### config.mk
export PLATFORM = sky130hd
export DESIGN_NAME = imem_loader
export DESIGN_NICKNAME = d
export VERILOG_FILES = /design/src/rtl/imem_loader.sv
export SDC_FILE = /design/constraint.sdc
export NUM_CORES = 1
export LEC_CHECK = 0
export ABC_CLOCK_PERIOD_IN_PS = 2900
export BUFFER_PORTS_ARGS = -buffer_cell sky130_fd_sc_hd__buf_2
export CAP_MARGIN = 30
export CORE_AREA = 3 3 100 102
export DETAILED_ROUTE_END_ITERATION = 10
export DIE_AREA = 0 0 103 105
export HOLD_SLACK_MARGIN = 0.03
export PLACE_DENSITY = 0.7
export SETUP_SLACK_MARGIN = 0.5
export SYNTH_ARGS = -nofsm -noshare
export SYNTH_HDL_FRONTEND = slang
export SYNTH_SLANG_ARGS = --single-unit
### constraint.sdc
create_clock -name clk -period 2.9 [get_ports clk]
set_input_delay 0.58 -clock clk [delete_from_list [all_inputs] [get_ports clk]]
set_output_delay 0.58 -clock clk [all_outputs]
set_load 0.1 [all_outputs]
### src/rtl/imem_loader.sv
// Fills a writable instruction memory from a byte stream, with a trailing XOR checksum; holds the core in reset until a clean load.
// Latency: write pulse one cycle after a word's last byte; DONE/ERR one cycle after the checksum byte.
// Backpressure: byte_ready high only in LOAD/CHECK; never stalls once loading, gaps in byte_valid simply pause assembly.
module imem_loader #(
    parameter int N     = 32,
    parameter int DEPTH = 64,
    parameter int AW    = 6
) (
    input  logic          clk,
    input  logic          reset,
    input  logic          start,
    input  logic [AW:0]   num_words,
    input  logic [7:0]    byte_in,
    input  logic          byte_valid,
    output logic          byte_ready,
    output logic          we,
    output logic [AW-1:0] waddr,
    output logic [N-1:0]  wdata,
    output logic          cpu_reset,
    output logic          busy,
    output logic          done,
    output logic          error
);

    localparam int BPW = N / 8;
    localparam int BIW = (BPW > 1) ? $clog2(BPW) : 1;
    localparam logic [BIW-1:0] LAST_B  = BIW'(BPW - 1);
    localparam logic [AW:0]    DEPTH_W = (AW + 1)'(DEPTH);
    localparam logic [AW:0]    ONE_W   = (AW + 1)'(1);

    localparam logic [2:0] S_IDLE  = 3'd0;
    localparam logic [2:0] S_LOAD  = 3'd1;
    localparam logic [2:0] S_CHECK = 3'd2;
    localparam logic [2:0] S_DONE  = 3'd3;
    localparam logic [2:0] S_ERR   = 3'd4;

    logic [2:0]     state;
    logic [AW:0]    count;
    logic [AW-1:0]  widx;
    logic [BIW-1:0] bidx;
    logic [7:0]     csum;
    logic [N-1:0]   word_buf;
    logic [N-1:0]   word_next;
    logic           xfer;
    logic           last_word;
    logic           start_bad;

    assign xfer      = byte_valid && byte_ready;
    assign last_word = ({1'b0, widx} == (count - ONE_W));
    assign start_bad = (num_words == '0) || (num_words > DEPTH_W);

    // Partial word with the incoming byte dropped into its little-endian slot.
    always_comb begin
        word_next = word_buf;
        word_next[{bidx, 3'b000} +: 8] = byte_in;
    end

    // Load sequencer: start handling, byte assembly, write pulse, checksum verdict.
    always_ff @(posedge clk) begin
        if (reset) begin
            state      <= S_IDLE;
            count      <= '0;
            widx       <= '0;
            bidx       <= '0;
            csum       <= '0;
            word_buf   <= '0;
            byte_ready <= 1'b0;
            we         <= 1'b0;
            waddr      <= '0;
            wdata      <= '0;
            cpu_reset  <= 1'b1;
            busy       <= 1'b0;
            done       <= 1'b0;
            error      <= 1'b0;
        end else begin
            we <= 1'b0;
            case (state)
                S_IDLE, S_DONE, S_ERR: begin
                    if (start) begin
                        // Any accepted start puts the core back into reset.
                        cpu_reset <= 1'b1;
                        done      <= 1'b0;
                        if (start_bad) begin
                            state      <= S_ERR;
                            error      <= 1'b1;
                            busy       <= 1'b0;
                            byte_ready <= 1'b0;
                        end else begin
                            state      <= S_LOAD;
                            count      <= num_words;
                            widx       <= '0;
                            bidx       <= '0;
                            csum       <= '0;
                            error      <= 1'b0;
                            busy       <= 1'b1;
                            byte_ready <= 1'b1;
                        end
                    end
                end
                S_LOAD: begin
                    if (xfer) begin
                        csum     <= csum ^ byte_in;
                        word_buf <= word_next;
                        if (bidx == LAST_B) begin
                            bidx  <= '0;
                            we    <= 1'b1;
                            waddr <= widx;
                            wdata <= word_next;
                            // Index stays on the final word so it never passes DEPTH-1.
                            if (last_word) begin
                                state <= S_CHECK;
                            end else begin
                                widx <= widx + 1'b1;
                            end
                        end else begin
                            bidx <= bidx + 1'b1;
                        end
                    end
                end
                S_CHECK: begin
                    if (xfer) begin
                        byte_ready <= 1'b0;
                        busy       <= 1'b0;
                        if (byte_in == csum) begin
                            state     <= S_DONE;
                            done      <= 1'b1;
                            cpu_reset <= 1'b0;
                        end else begin
                            state <= S_ERR;
                            error <= 1'b1;
                        end
                    end
                end
                default: begin
                    state      <= S_IDLE;
                    byte_ready <= 1'b0;
                    busy       <= 1'b0;
                    done       <= 1'b0;
                    error      <= 1'b0;
                    cpu_reset  <= 1'b1;
                end
            endcase
        end
    end

endmodule

==> flow_summary.yaml <==
logic_synthesis:
  synth_area_leader_cell: "dfxtp_1"
  yosysMostFrequentCell: "dfxtp_1"
  synth_seq_area_share_pct: 44.1
  yosys.area_share.simple_pct: 21.6
  ys_seq_elements: 101
  yosys_warnings: 0
  synthArstFlopShare_pct: 0
  synth_xor_area_share_pct: 2.67
  syn_nets: 564
  synth_compound_area_share_pct: 22.5
  synthTopCellsByArea: "dfxtp_1, a211oi_1, nor2_1, a21oi_1, nor2b_1"
  yosysUniqueCellTypes: 52
  synth.cell_area_um2: 4590
  synthTopCellsByCount: "dfxtp_1, nor2_1, a211oi_1"
  muxShareOfSynthArea_pct: 2.65
  avgSynthCellArea_um2: 8.54
  synth_top_family_by_area: "compound AO/OA/AOI/OAI gates"
  synthAdderAreaFrac_pct: 2.18
  synthCells: 537
  synth_edf_count: 0
  synthFlopType: "dfxtp_1"
  synth.top_cell.area_share_pct: 44.1
route:
  vias_per_cell: 5.69
  drc: 0
  ant_nets: 0
  dr_total_vias: 3988
  drt-total-wl_mm: 10.8
  dr.pass1.iters: 4
  wl_per_cell_um: 15.3
  drt-initial-drc-count: 243
sta:
  hold_viol: 0
  slew_viol_final: 0
  layout_setup_ws_ns: 0.547
  slew_headroom_pct: 51.7
  worst_pin_slew_ns: 0.725
  rsz0062_at_grt: "false"
  timing.hold.ws_ns: 0.455
  final-setup-viol-count: 0
  fmax_ghz: 0.425
  period_share_pct: 81.1
  fin_crit_ns: 2.35
  setup_tns_ns: 0
  skew_ns: 0.0146
clock_tree:
  clkTransAtPathRegs_ns: 0.10
  clk_latency_ns: 0.36
  cts_buffers: 9
  clock-root-buffer: "clkbuf_8"
  cts_max_level: 3
  clock_path_buffers: 2
  cts_tree: "yes"
  hold_buffers: 0
  cts.sinks: 101
cells_and_area:
  utilization_pct: 57.2
  multi_input_area_um2: 2420
  postLayoutCellArea_um2: 5260
  fillers: 845
  antenna_cells: 0
  nets: 612
  syn_to_final_growth_pct: 14.8
  drive_above_1_share_pct: 19.2
  regArea_um2: 2030
min_path:
  min_path_type: "reg2reg"
placement:
  hpwl_mm: 7.23
  numPortBuffers: 62
  place_area_um2: 4990
  place_ws_ns: 0.169
  gp_congestion: 0.801
critical_path:
  critical_path_class: "reg2reg"
  crit_path_end_kind: "register"
  critical_path_required_ns: 3.15
  startpoint_type: "register"
  worstPathArrival_ns: 2.60
  crit_path_max_fanout: 6
floorplan:
  fp-row-count: 35
  io-pin-count: 63
  die_h_um: 105
  initial_utilization_pct: 49.9
  core_area_um2: 9200
  dieArea_um2: 10800
  fp.dieW_um: 103
global_routing:
  antenna_found_initial: 0
  overflow: 0
  grt_usage_pct: 20.1
  grt_pass1_vias: 3724
  grt_pass1_wl_mm: 17.7
  grt_max_degree: 74
power:
  p_per_area_nw_per_um2: 616
  p_leak_uw: 0.00194
  irDropWorstVdd_uv: 312
run_status:
  status: "completed"
run:
  maxCapViolCount: 0
where the power goes:
| part | leakage (µW) | switching [µW] | total (µW) | internal (µW) |
|---|---|---|---|---|
| combinational | 0.00103 | 498 | 798 | 300 |
| clock | 0.000100 | 494 | 922 | 429 |
| sequential | 0.000817 | 72.5 | 1520 | 1450 |
sequential cells by signal (all words and copies together), names as in the netlist:
| register | cells |
|---|---|
| widx | 6 |
| state | 3 |
| wdata | 32 |
| busy | 1 |
| done | 1 |
| waddr | 6 |
| word_buf | 32 |
| we | 1 |
| cpu_reset | 1 |
| csum | 8 |
| error | 1 |
| count | 7 |
| bidx | 2 |
through the flow:
step / instances / power (µW)
after global routing: 701 / 3420
final: 701 / 3240
after CTS: 699 / 3220
after global placement: 682 / 2290
after detailed placement: 682 / 2310
after floorplan: 537 / 2140
critical path, cell delays in order, from the launching register on:
cell	delay, ns
dfxtp_1	0.41
or3_1	0.37
nor4_1	0.36
a311oi_2	0.13
buf_4	0.19
a2111oi_2	0.38
o21ai_1	0.13
o221a_2	0.27
layer usage:
metal	wire length (µm)	track usage (%)	share of wire [%]
met1	5020	27.9	47
met2	5070	31.1	47
met3	456	4.34	4.2
met4	208	6.11	1.9
met5	0	0	0
placed cells by master (no fill, tap or decap), types with 2 or more instances in the layout:
master	count
nor4_1	6
o21ai_0	12
inv_1	9
nor4b_1	2
clkbuf_8	10
ha_1	7
a21oi_1	49
nor2_1	90
nor2_4	3
clkinvlp_4	2
nand3_1	6
a211oi_1	66
nor4bb_1	2
xor2_1	12
a2bb2oi_1	3
nor3_1	2
o31a_1	2
nand2_1	29
or4_1	2
nand3b_1	11
o22ai_1	2
nor2b_1	33
buf_2	62
dfxtp_2	2
buf_4	16
mux2i_1	11
xnor2_1	2
o31ai_1	3
dfxtp_1	98
or3_1	6
nand2b_1	2
final cells by class:
cell class                 count  area share, %
clock inverter                 6           1.33
timing repair buffer          78           8.18
clock buffer                  10           2.62
sequential                   101           38.5
tap                          111           2.64
multi-input combinational    386           46.1
inverter                       9          0.642
logic make-up after synthesis:
kind of cell,after synthesis
adder cells (fa/ha/maj),8
XOR/XNOR,14
flip-flops,101
AO/OA/AOI/OAI,152
multiplexers,12
buffers and inverters,50
AND/OR/NAND/NOR,200
final timing paths:
| check | slack [ns] | endpoint | depth (start not counted) | startpoint |
|---|---|---|---|---|
| setup / recovery | 0.55 | state[0] | 7 | count[2] |
| hold / removal | 0.46 | waddr[3] | 2 | waddr[3] |
| setup reg to reg | 0.55 | state[0] | 7 | count[2] |
| hold reg to reg | 0.46 | waddr[3] | 2 | waddr[3] |
what timing repair did:
action,CTS,global route
gates resized for setup,2,9
endpoints found under the setup margin,8,10
cloned,0,0
buffers inserted,1,2
pin swaps,1,3
Power figures use the tool's default switching activity.
